==> src/rtl/reg_op_sequencer_pkg.sv <==
// Shared widths, op-code and FSM encodings for the register-operation sequencer.
// Also holds the helpers that decide which register reads an op needs.
package reg_op_sequencer_pkg;

    localparam int DATA_W = 8;
    localparam int ADDR_W = 3;
    localparam int OP_W   = 3;

    typedef enum logic [OP_W-1:0] {
        OP_ADD = 3'b000,
        OP_SUB = 3'b001,
        OP_AND = 3'b010,
        OP_OR  = 3'b011,
        OP_XOR = 3'b100,
        OP_LDI = 3'b101,
        OP_MOV = 3'b110,
        OP_CLR = 3'b111
    } op_e;

    typedef enum logic [2:0] {
        ST_IDLE  = 3'd0,
        ST_RD_A  = 3'd1,
        ST_RD_B  = 3'd2,
        ST_WRITE = 3'd3,
        ST_DONE  = 3'd4
    } state_e;

    // LDI and CLR never touch the register file before writing.
    function automatic logic opNeedsA(op_e op);
        return (op != OP_LDI) && (op != OP_CLR);
    endfunction

    function automatic logic opNeedsB(op_e op);
        return op inside {OP_ADD, OP_SUB, OP_AND, OP_OR, OP_XOR};
    endfunction

endpackage

==> src/rtl/reg_op_sequencer_if.sv <==
// Request handshake plus register-file port of the sequencer.
// The slave side is the sequencer; the master side issues requests and owns the register file.
interface reg_op_sequencer_if;
    import reg_op_sequencer_pkg::*;

    logic                req_valid;
    logic                req_ready;
    logic [OP_W-1:0]     req_op;
    logic [ADDR_W-1:0]   req_ra;
    logic [ADDR_W-1:0]   req_rb;
    logic [ADDR_W-1:0]   req_rd;
    logic [DATA_W-1:0]   req_imm;

    logic [ADDR_W-1:0]   rf_address;
    logic                rf_load;
    logic [DATA_W-1:0]   rf_d_in;
    logic [DATA_W-1:0]   rf_q_out;

    logic                done;
    logic [DATA_W-1:0]   result;
    logic                flag_z;
    logic                flag_c;

    modport slave (
        input  req_valid, req_op, req_ra, req_rb, req_rd, req_imm, rf_q_out,
        output req_ready, rf_address, rf_load, rf_d_in, done, result, flag_z, flag_c
    );

    modport master (
        output req_valid, req_op, req_ra, req_rb, req_rd, req_imm, rf_q_out,
        input  req_ready, rf_address, rf_load, rf_d_in, done, result, flag_z, flag_c
    );

endinterface

==> src/rtl/reg_op_sequencer_alu8.sv <==
// Combinational 8-bit datapath: result and carry/borrow for every op code.
// SUB reports borrow, which is bit 8 of the zero-extended difference.
module alu8
    import reg_op_sequencer_pkg::*;
(
    input  op_e               op_i,
    input  logic [DATA_W-1:0] a_i,
    input  logic [DATA_W-1:0] b_i,
    input  logic [DATA_W-1:0] imm_i,
    output logic [DATA_W-1:0] result_o,
    output logic              carry_o
);

    logic [DATA_W:0] wide;

    always_comb begin
        wide     = '0;
        result_o = '0;
        carry_o  = 1'b0;
        case (op_i)
            OP_ADD: begin
                wide     = {1'b0, a_i} + {1'b0, b_i};
                result_o = wide[DATA_W-1:0];
                carry_o  = wide[DATA_W];
            end
            OP_SUB: begin
                wide     = {1'b0, a_i} - {1'b0, b_i};
                result_o = wide[DATA_W-1:0];
                carry_o  = wide[DATA_W];
            end
            OP_AND:  result_o = a_i & b_i;
            OP_OR:   result_o = a_i | b_i;
            OP_XOR:  result_o = a_i ^ b_i;
            OP_LDI:  result_o = imm_i;
            OP_MOV:  result_o = a_i;
            OP_CLR:  result_o = '0;
            default: result_o = '0;
        endcase
    end

endmodule

==> src/rtl/reg_op_sequencer.sv <==
// Sequences read-read-write register operations against an external register file.
// Both reads finish before the write, so a destination aliasing a source sees the old value.
module reg_op_sequencer
    import reg_op_sequencer_pkg::*;
(
    input  logic             clk,
    input  logic             reset,
    reg_op_sequencer_if.slave bus
);

    state_e              state_q, state_d;
    op_e                 op_q;
    logic [ADDR_W-1:0]   ra_q, rb_q, rd_q;
    logic [DATA_W-1:0]   imm_q;
    logic [DATA_W-1:0]   opA_q, opB_q;
    logic [DATA_W-1:0]   result_q;
    logic                flagZ_q, flagC_q;

    logic                accept;
    logic                readyC;
    logic                loadC;
    logic                doneC;
    logic [ADDR_W-1:0]   addrC;
    logic [DATA_W-1:0]   dInC;
    logic [DATA_W-1:0]   aluResult;
    logic                aluCarry;

    alu8 u_alu8 (
        .op_i     (op_q),
        .a_i      (opA_q),
        .b_i      (opB_q),
        .imm_i    (imm_q),
        .result_o (aluResult),
        .carry_o  (aluCarry)
    );

    assign accept = (state_q == ST_IDLE) && bus.req_valid;

    always_comb begin
        state_d = state_q;
        readyC  = 1'b0;
        loadC   = 1'b0;
        doneC   = 1'b0;
        addrC   = '0;
        dInC    = '0;
        case (state_q)
            ST_IDLE: begin
                readyC = 1'b1;
                if (bus.req_valid)
                    state_d = opNeedsA(op_e'(bus.req_op)) ? ST_RD_A : ST_WRITE;
            end
            ST_RD_A: begin
                addrC   = ra_q;
                state_d = opNeedsB(op_q) ? ST_RD_B : ST_WRITE;
            end
            ST_RD_B: begin
                addrC   = rb_q;
                state_d = ST_WRITE;
            end
            ST_WRITE: begin
                loadC   = 1'b1;
                addrC   = rd_q;
                dInC    = aluResult;
                state_d = ST_DONE;
            end
            ST_DONE: begin
                doneC   = 1'b1;
                state_d = ST_IDLE;
            end
            default: state_d = ST_IDLE;
        endcase
    end

    // Request fields are captured only on the accepting edge, so mid-flight changes are ignored.
    always_ff @(posedge clk) begin
        if (reset) begin
            state_q  <= ST_IDLE;
            op_q     <= OP_ADD;
            ra_q     <= '0;
            rb_q     <= '0;
            rd_q     <= '0;
            imm_q    <= '0;
            opA_q    <= '0;
            opB_q    <= '0;
            result_q <= '0;
            flagZ_q  <= 1'b0;
            flagC_q  <= 1'b0;
        end else begin
            state_q <= state_d;
            if (accept) begin
                op_q  <= op_e'(bus.req_op);
                ra_q  <= bus.req_ra;
                rb_q  <= bus.req_rb;
                rd_q  <= bus.req_rd;
                imm_q <= bus.req_imm;
            end
            if (state_q == ST_RD_A)
                opA_q <= bus.rf_q_out;
            if (state_q == ST_RD_B)
                opB_q <= bus.rf_q_out;
            if (state_q == ST_WRITE) begin
                result_q <= aluResult;
                flagZ_q  <= (aluResult == '0);
                flagC_q  <= aluCarry;
            end
        end
    end

    assign bus.req_ready  = readyC;
    assign bus.rf_load    = loadC;
    assign bus.rf_address = addrC;
    assign bus.rf_d_in    = dInC;
    assign bus.done       = doneC;
    assign bus.result     = result_q;
    assign bus.flag_z     = flagZ_q;
    assign bus.flag_c     = flagC_q;

endmodule

==> src/flat_wrapper.sv <==
// flat-port wrapper written by rule: the top's interface ports become plain ports
module reg_op_sequencer_flat import reg_op_sequencer_pkg::*;
  (clk, reset, bus_req_valid, bus_req_op, bus_req_ra, bus_req_rb, bus_req_rd, bus_req_imm, bus_rf_q_out, bus_req_ready, bus_rf_address, bus_rf_load, bus_rf_d_in, bus_done, bus_result, bus_flag_z, bus_flag_c);
  reg_op_sequencer_if bus_i ();
  input  logic clk;
  input  logic reset;
  input wire logic [$bits(bus_i.req_valid)-1:0] bus_req_valid;
  input wire logic [$bits(bus_i.req_op)-1:0] bus_req_op;
  input wire logic [$bits(bus_i.req_ra)-1:0] bus_req_ra;
  input wire logic [$bits(bus_i.req_rb)-1:0] bus_req_rb;
  input wire logic [$bits(bus_i.req_rd)-1:0] bus_req_rd;
  input wire logic [$bits(bus_i.req_imm)-1:0] bus_req_imm;
  input wire logic [$bits(bus_i.rf_q_out)-1:0] bus_rf_q_out;
  output wire logic [$bits(bus_i.req_ready)-1:0] bus_req_ready;
  output wire logic [$bits(bus_i.rf_address)-1:0] bus_rf_address;
  output wire logic [$bits(bus_i.rf_load)-1:0] bus_rf_load;
  output wire logic [$bits(bus_i.rf_d_in)-1:0] bus_rf_d_in;
  output wire logic [$bits(bus_i.done)-1:0] bus_done;
  output wire logic [$bits(bus_i.result)-1:0] bus_result;
  output wire logic [$bits(bus_i.flag_z)-1:0] bus_flag_z;
  output wire logic [$bits(bus_i.flag_c)-1:0] bus_flag_c;
  assign bus_i.req_valid = bus_req_valid;
  assign bus_i.req_op = bus_req_op;
  assign bus_i.req_ra = bus_req_ra;
  assign bus_i.req_rb = bus_req_rb;
  assign bus_i.req_rd = bus_req_rd;
  assign bus_i.req_imm = bus_req_imm;
  assign bus_i.rf_q_out = bus_rf_q_out;
  assign bus_req_ready = bus_i.req_ready;
  assign bus_rf_address = bus_i.rf_address;
  assign bus_rf_load = bus_i.rf_load;
  assign bus_rf_d_in = bus_i.rf_d_in;
  assign bus_done = bus_i.done;
  assign bus_result = bus_i.result;
  assign bus_flag_z = bus_i.flag_z;
  assign bus_flag_c = bus_i.flag_c;
  reg_op_sequencer u_core (.clk(clk), .reset(reset), .bus(bus_i));
endmodule
==> config.mk <==
export PLATFORM = sky130hd
export DESIGN_NAME = reg_op_sequencer_flat
export DESIGN_NICKNAME = d
export VERILOG_FILES = /design/src/rtl/reg_op_sequencer_pkg.sv /design/src/rtl/reg_op_sequencer_if.sv /design/src/rtl/reg_op_sequencer_alu8.sv /design/src/rtl/reg_op_sequencer.sv /design/src/flat_wrapper.sv
export SDC_FILE = /design/constraint.sdc
export NUM_CORES = 1
export LEC_CHECK = 0
export ABC_CLOCK_PERIOD_IN_PS = 2950
export CAP_MARGIN = 20
export CORE_ASPECT_RATIO = 0.7
export CORE_UTILIZATION = 30
export CTS_CLUSTER_DIAMETER = 200
export DETAILED_ROUTE_END_ITERATION = 16
export GPL_TIMING_DRIVEN = 1
export SETUP_SLACK_MARGIN = 0.5
export SYNTH_ARGS = -nofsm -noshare
export SYNTH_HDL_FRONTEND = slang
export SYNTH_SLANG_ARGS = --single-unit
==> constraint.sdc <==
create_clock -name clk -period 2.95 [get_ports clk]
set_clock_uncertainty 0.15 [all_clocks]
set_input_delay 0.295 -clock clk [delete_from_list [all_inputs] [get_ports clk]]
set_output_delay 0.295 -clock clk [all_outputs]
set_load 0.03 [all_outputs]
==> results.md <==
- The clock insertion delay at the later pin of the skew report is 0.29 ns.
- Power spread over the standard cell area amounts to 513 nW/um2.
- In this run the vertical extent of the chip is 87.1 um.
- The number of clock sinks is 49.
- The final weighted congestion of routability-driven global placement is 0.854.
- The multi-input combinational cells in the finished layout cover a total of 2150 um2.
- The floorplan step defined a die boundary enclosing 10800 um2.
- Global routing consumed, on the met1 layer, 26.4% of the routing resources.
- The number of buffers inserted by port buffering is 54.
- The area of the placeable core is 9870 um2.
- The signed area change from the synthesized netlist to the final layout is 44.2%.
- met2 is the most crowded layer.
- For this run, the leading register cell type out of synthesis is sky130_fd_sc_hd__dfxtp_1.
- The hold buffer count at cts is 0.
- The area share of fa/ha/maj cells after synthesis is 11.0%.
- The number of cells on the worst reg-to-reg path is 15.
- Of all cell types, the one taking the most synthesized area is sky130_fd_sc_hd__dfxtp_1.
- The first global-routing pass estimated 14900 um of wire.
- Setup violations remaining at the end of the flow were counted as 0.
- The library cell used most frequently in the layout, excluding fill and tap cells, is sky130_fd_sc_hd__nor2_1.
- The clock input transition at the sequential cells of the worst setup and hold paths is 0.07 ns.
- Using the TritonRoute via totals, the vias-per-cell ratio works out to 5.05.
- The floorplan has 30 rows.
- The number of iterations in the first detailed-routing pass is 5.
- For this design the top-level I/O count stands at 55.
- The longest individual stage delay on the worst path is 0.35 ns.
- The kind of critical path is flop to primary output.
- The synthesized design contains 0 enable-type register cells.
- The number of buffers created by CTS is 5.
- The detail-routed net length per standard cell is 15.1 um.
- In this run the register-to-register setup slack is 0.43 ns.
- The cell area after placement is 3870 um2.
- The async set or reset register ratio after synthesis is 0%.
- The cell that appears most often on the critical path is sky130_fd_sc_hd__buf_6.
- The synthesized netlist net count is 468.
- The final layout contains 542 nets.
- The number of max-slew violations in the final report is 0.
- Among all stages on the critical path, the largest delay is contributed by sky130_fd_sc_hd__fa_2.
- The overall power is 2300 uW.
- The floorplan step set the die width to 124 um.
- After detailed routing, the number of remaining DRC violations is 0.
- The mean cell area of the mapped netlist is 7.56 um2.
- Global routing finished with a remaining overflow of 0.
- The share of synthesized cell area in and, or, nand and nor gates is 21.9%.
- The met3 demand-to-capacity share in global routing is 3.21%.
- The worst hold path terminates at u_core.rd_q[0].
- The TritonCTS clock tree is yes.
- The run finished with clean final reports.
- Counting every instance in the synthesized netlist gives 411.
- The largest family of logic cells by synthesized area is compound AO/OA/AOI/OAI gates.
- The share of final-layout standard cells stronger than drive strength 1 is 27.0%.
- The top-area cell type share of the netlist area is 31.6%.
- The start point of the worst min-delay path is u_core.rd_q[0].
- The H-tree was split into 2 levels.
- Setup repair after global routing could not meet its margin everywhere.
- Yosys printed 0 warnings.
- In this run the worst path has a maximum fanout of 3.
- Entering global routing, the biggest net connects 24 pins.
- The worst setup path is launched from a flop.
- The number of global-route vias before repair is 2923.
- The actual transition at the worst max-transition pin is 0.666 ns.
- The tool flagged a number of max-cap violations equal to 0.
- After detailed routing, the total wire length is 9270 um.
- Traced cell by cell, the critical path runs through buf_6 -> ha_4 -> inv_2 -> fa_2 -> nand2b_1 -> a2bb2oi_2 -> a221oi_2 -> xnor2_1 -> o22a_1 -> nor2_2 -> buf_6.
- Ranked by total cell area, the synthesized netlist is headed by sky130_fd_sc_hd__dfxtp_1, sky130_fd_sc_hd__ha_1, sky130_fd_sc_hd__a21oi_1, sky130_fd_sc_hd__nor2_1, sky130_fd_sc_hd__nand2_1.
- The number of fillers in the final layout is 979.
- The mux share of post-synthesis cell area is 3.75%.
- The post-synthesis register bit count is 49.
- The wire-length estimate of the detail-placed layout is 6830 um.
- The worst slew margin relative to its limit is 55.5%.
- The library cells used most frequently in the layout, excluding fill and tap cells, are sky130_fd_sc_hd__nor2_1, sky130_fd_sc_hd__nand2_1, sky130_fd_sc_hd__a21oi_1, sky130_fd_sc_hd__clkdlybuf4s50_1, sky130_fd_sc_hd__buf_4.
- The cell at the root of the clock tree is sky130_fd_sc_hd__clkbuf_16.
- The starting density of the core is 31.5%.
- The number of buffers on the longest clock path is 2.
- The post-route minimum period is 2.84 ns.
- The number of distinct library cells after synthesis is 58.
- Counting both buffers and inverters, the worst setup path holds a total of 3.
- Once detail routing completed, the nets flagged for antenna violations numbered 0.
- The class of the worst hold path is flop to flop.
- At the worst endpoint, the arrival time is 2.40 ns.
- The worst setup path is captured at a primary output.
- Summing all flip-flop and latch instances after layout gives 995 um2.
- The share of synthesized area occupied by flip-flops and latches is 31.6%.
- The most critical setup path has its startpoint at u_core.opB_q[0].
- Summed over all cells, the static leakage comes to 0.00175 uW.
- The repair_antennas step left the layout with diodes totalling 0.
- The post-route clock period utilization is 96.3%.
- Timing would allow up to 0.352 GHz.
- The capture instance of the worst register-to-register path is u_core.bus.flag_z.
- The initial antenna violation count is 0.
- The synthesized netlist devotes 22.4% of its cell area to compound gates.
- The non-filler instance count after layout is 614.
- Of the total synthesized cell area, the portion taken by XOR and XNOR cells is 2.26%.
- Including well taps, the total number of placed cells is 588.
- The worst hold path was traced through 2 stages.
- The required arrival time at the worst endpoint is 2.51 ns.
- Across every metal layer, demand over resource in global routing totals 18.0%.
- The number of hold-slack violations in the final timing report is 0.
- On the critical path the largest part of the delay comes from compound AO/OA/AOI/OAI gates.
- The fraction of met2 tracks used by global routing is 27.5%.
- The via count of the routed design is 3098.
- The critical register-to-register path startpoint is u_core.opB_q[0].
- The detailed router's first-iteration violation count is 204.
- The peak supply drop is 217 uV.
- Summing all non-filler instances in the final layout gives an area of 4480 um2.
- The cell area that synthesis handed to floorplanning was 3110 um2.
-- worst max-delay path by stage --
stage,end,slack [ns],cells past startpoint
global route,bus_rf_d_in[6],0.03,11
global placement,bus_rf_d_in[1],-0.07,9
floorplan,bus_rf_d_in[6],0.47,10
finish,bus_rf_d_in[6],0.11,11
CTS,bus_rf_d_in[6],0.12,11
detailed placement,bus_rf_d_in[1],-0.11,9
-- routing by layer --
metal,wire length [um],vias up
met5,0,-
met4,48,0
met3,570,6
met2,3980,92
met1,4660,1450
li1,-,1550
-- registers in the layout, indices dropped and copies added, names as in the netlist --
| signal | count |
|---|---|
| u_core.rd_q | 3 |
| u_core.state_q | 3 |
| u_core.bus.flag_c | 1 |
| u_core.opB_q | 8 |
| u_core.ra_q | 3 |
| u_core.op_q | 3 |
| u_core.rb_q | 3 |
| u_core.bus.result | 8 |
| u_core.imm_q | 8 |
| u_core.bus.flag_z | 1 |
| u_core.opA_q | 8 |
-- what timing repair did --
action / in CTS / in global routing
pin swaps: 22 / 14
buffers inserted: 14 / 4
endpoints found under the setup margin: 16 / 17
resized for setup: 84 / 20
-- power breakdown --
group	switching, uW	internal [uW]
combinational	408	377
sequential	48.4	710
clock	265	489
total	721	1580
-- cells by family (layout without fill, tap and decap cells) --
family | after synthesis | after routing
compound gates | 110 | 110
flops | 49 | 49
buf+inv | 56 | 131
xor+xnor | 8 | 8
mux | 10 | 10
fa+ha+maj | 26 | 26
simple gates | 152 | 152
-- synthesized netlist by cell type (3+ instances only) --
cell                       count
sky130_fd_sc_hd__nand2_1      49
sky130_fd_sc_hd__o21ai_0       9
sky130_fd_sc_hd__nand4_1       3
sky130_fd_sc_hd__buf_2         7
sky130_fd_sc_hd__nor2_1       64
sky130_fd_sc_hd__nand3b_1      3
sky130_fd_sc_hd__clkbuf_1     18
sky130_fd_sc_hd__xnor2_1       7
sky130_fd_sc_hd__a221oi_1      6
sky130_fd_sc_hd__nor3_1        5
sky130_fd_sc_hd__dfxtp_1      49
sky130_fd_sc_hd__ha_1         24
sky130_fd_sc_hd__nand2b_1      8
sky130_fd_sc_hd__mux2_2        3
sky130_fd_sc_hd__nor2b_1       6
sky130_fd_sc_hd__inv_1        27
sky130_fd_sc_hd__a211oi_1      8
sky130_fd_sc_hd__a22oi_1       4
sky130_fd_sc_hd__a21oi_1      55
sky130_fd_sc_hd__mux2i_1       6
-- worst reg2reg max path, stage by stage, from the launching register on --
cell	delay, ns
sky130_fd_sc_hd__dfxtp_2	0.34
sky130_fd_sc_hd__buf_6	0.11
sky130_fd_sc_hd__ha_4	0.13
sky130_fd_sc_hd__inv_2	0.04
sky130_fd_sc_hd__fa_2	0.35
sky130_fd_sc_hd__nand2b_1	0.11
sky130_fd_sc_hd__a2bb2oi_2	0.07
sky130_fd_sc_hd__buf_4	0.14
sky130_fd_sc_hd__xnor2_2	0.11
sky130_fd_sc_hd__o221ai_1	0.13
sky130_fd_sc_hd__a22oi_1	0.19
sky130_fd_sc_hd__buf_4	0.19
sky130_fd_sc_hd__buf_6	0.10
sky130_fd_sc_hd__buf_6	0.09
sky130_fd_sc_hd__nand4_1	0.08
sky130_fd_sc_hd__o21ai_1	0.13
-- layout make-up --
class	instances	area share (%)
clock buffers	5	2.79
clock inverters	3	1.54
inverters	28	2.40
multi-input cells	306	47.9
flip-flops and latches	49	22.2
well taps	128	3.57
repair buffers	95	19.6
-- per-stage QoR --
step | TNS (ns) | worst slack, ns | util, % | hold slack [ns]
floorplan | 0 | 0.469 | - | 0.240
global placement | -0.0672 | -0.0672 | 39.3 | 0.293
detailed placement | -0.114 | -0.114 | 39.3 | 0.295
CTS | 0 | 0.124 | 44.4 | 0.305
global route | 0 | 0.0290 | 45.4 | 0.328
finish | 0 | 0.109 | 45.4 | 0.303
No activity file was read; power rests on OpenSTA's default activity.
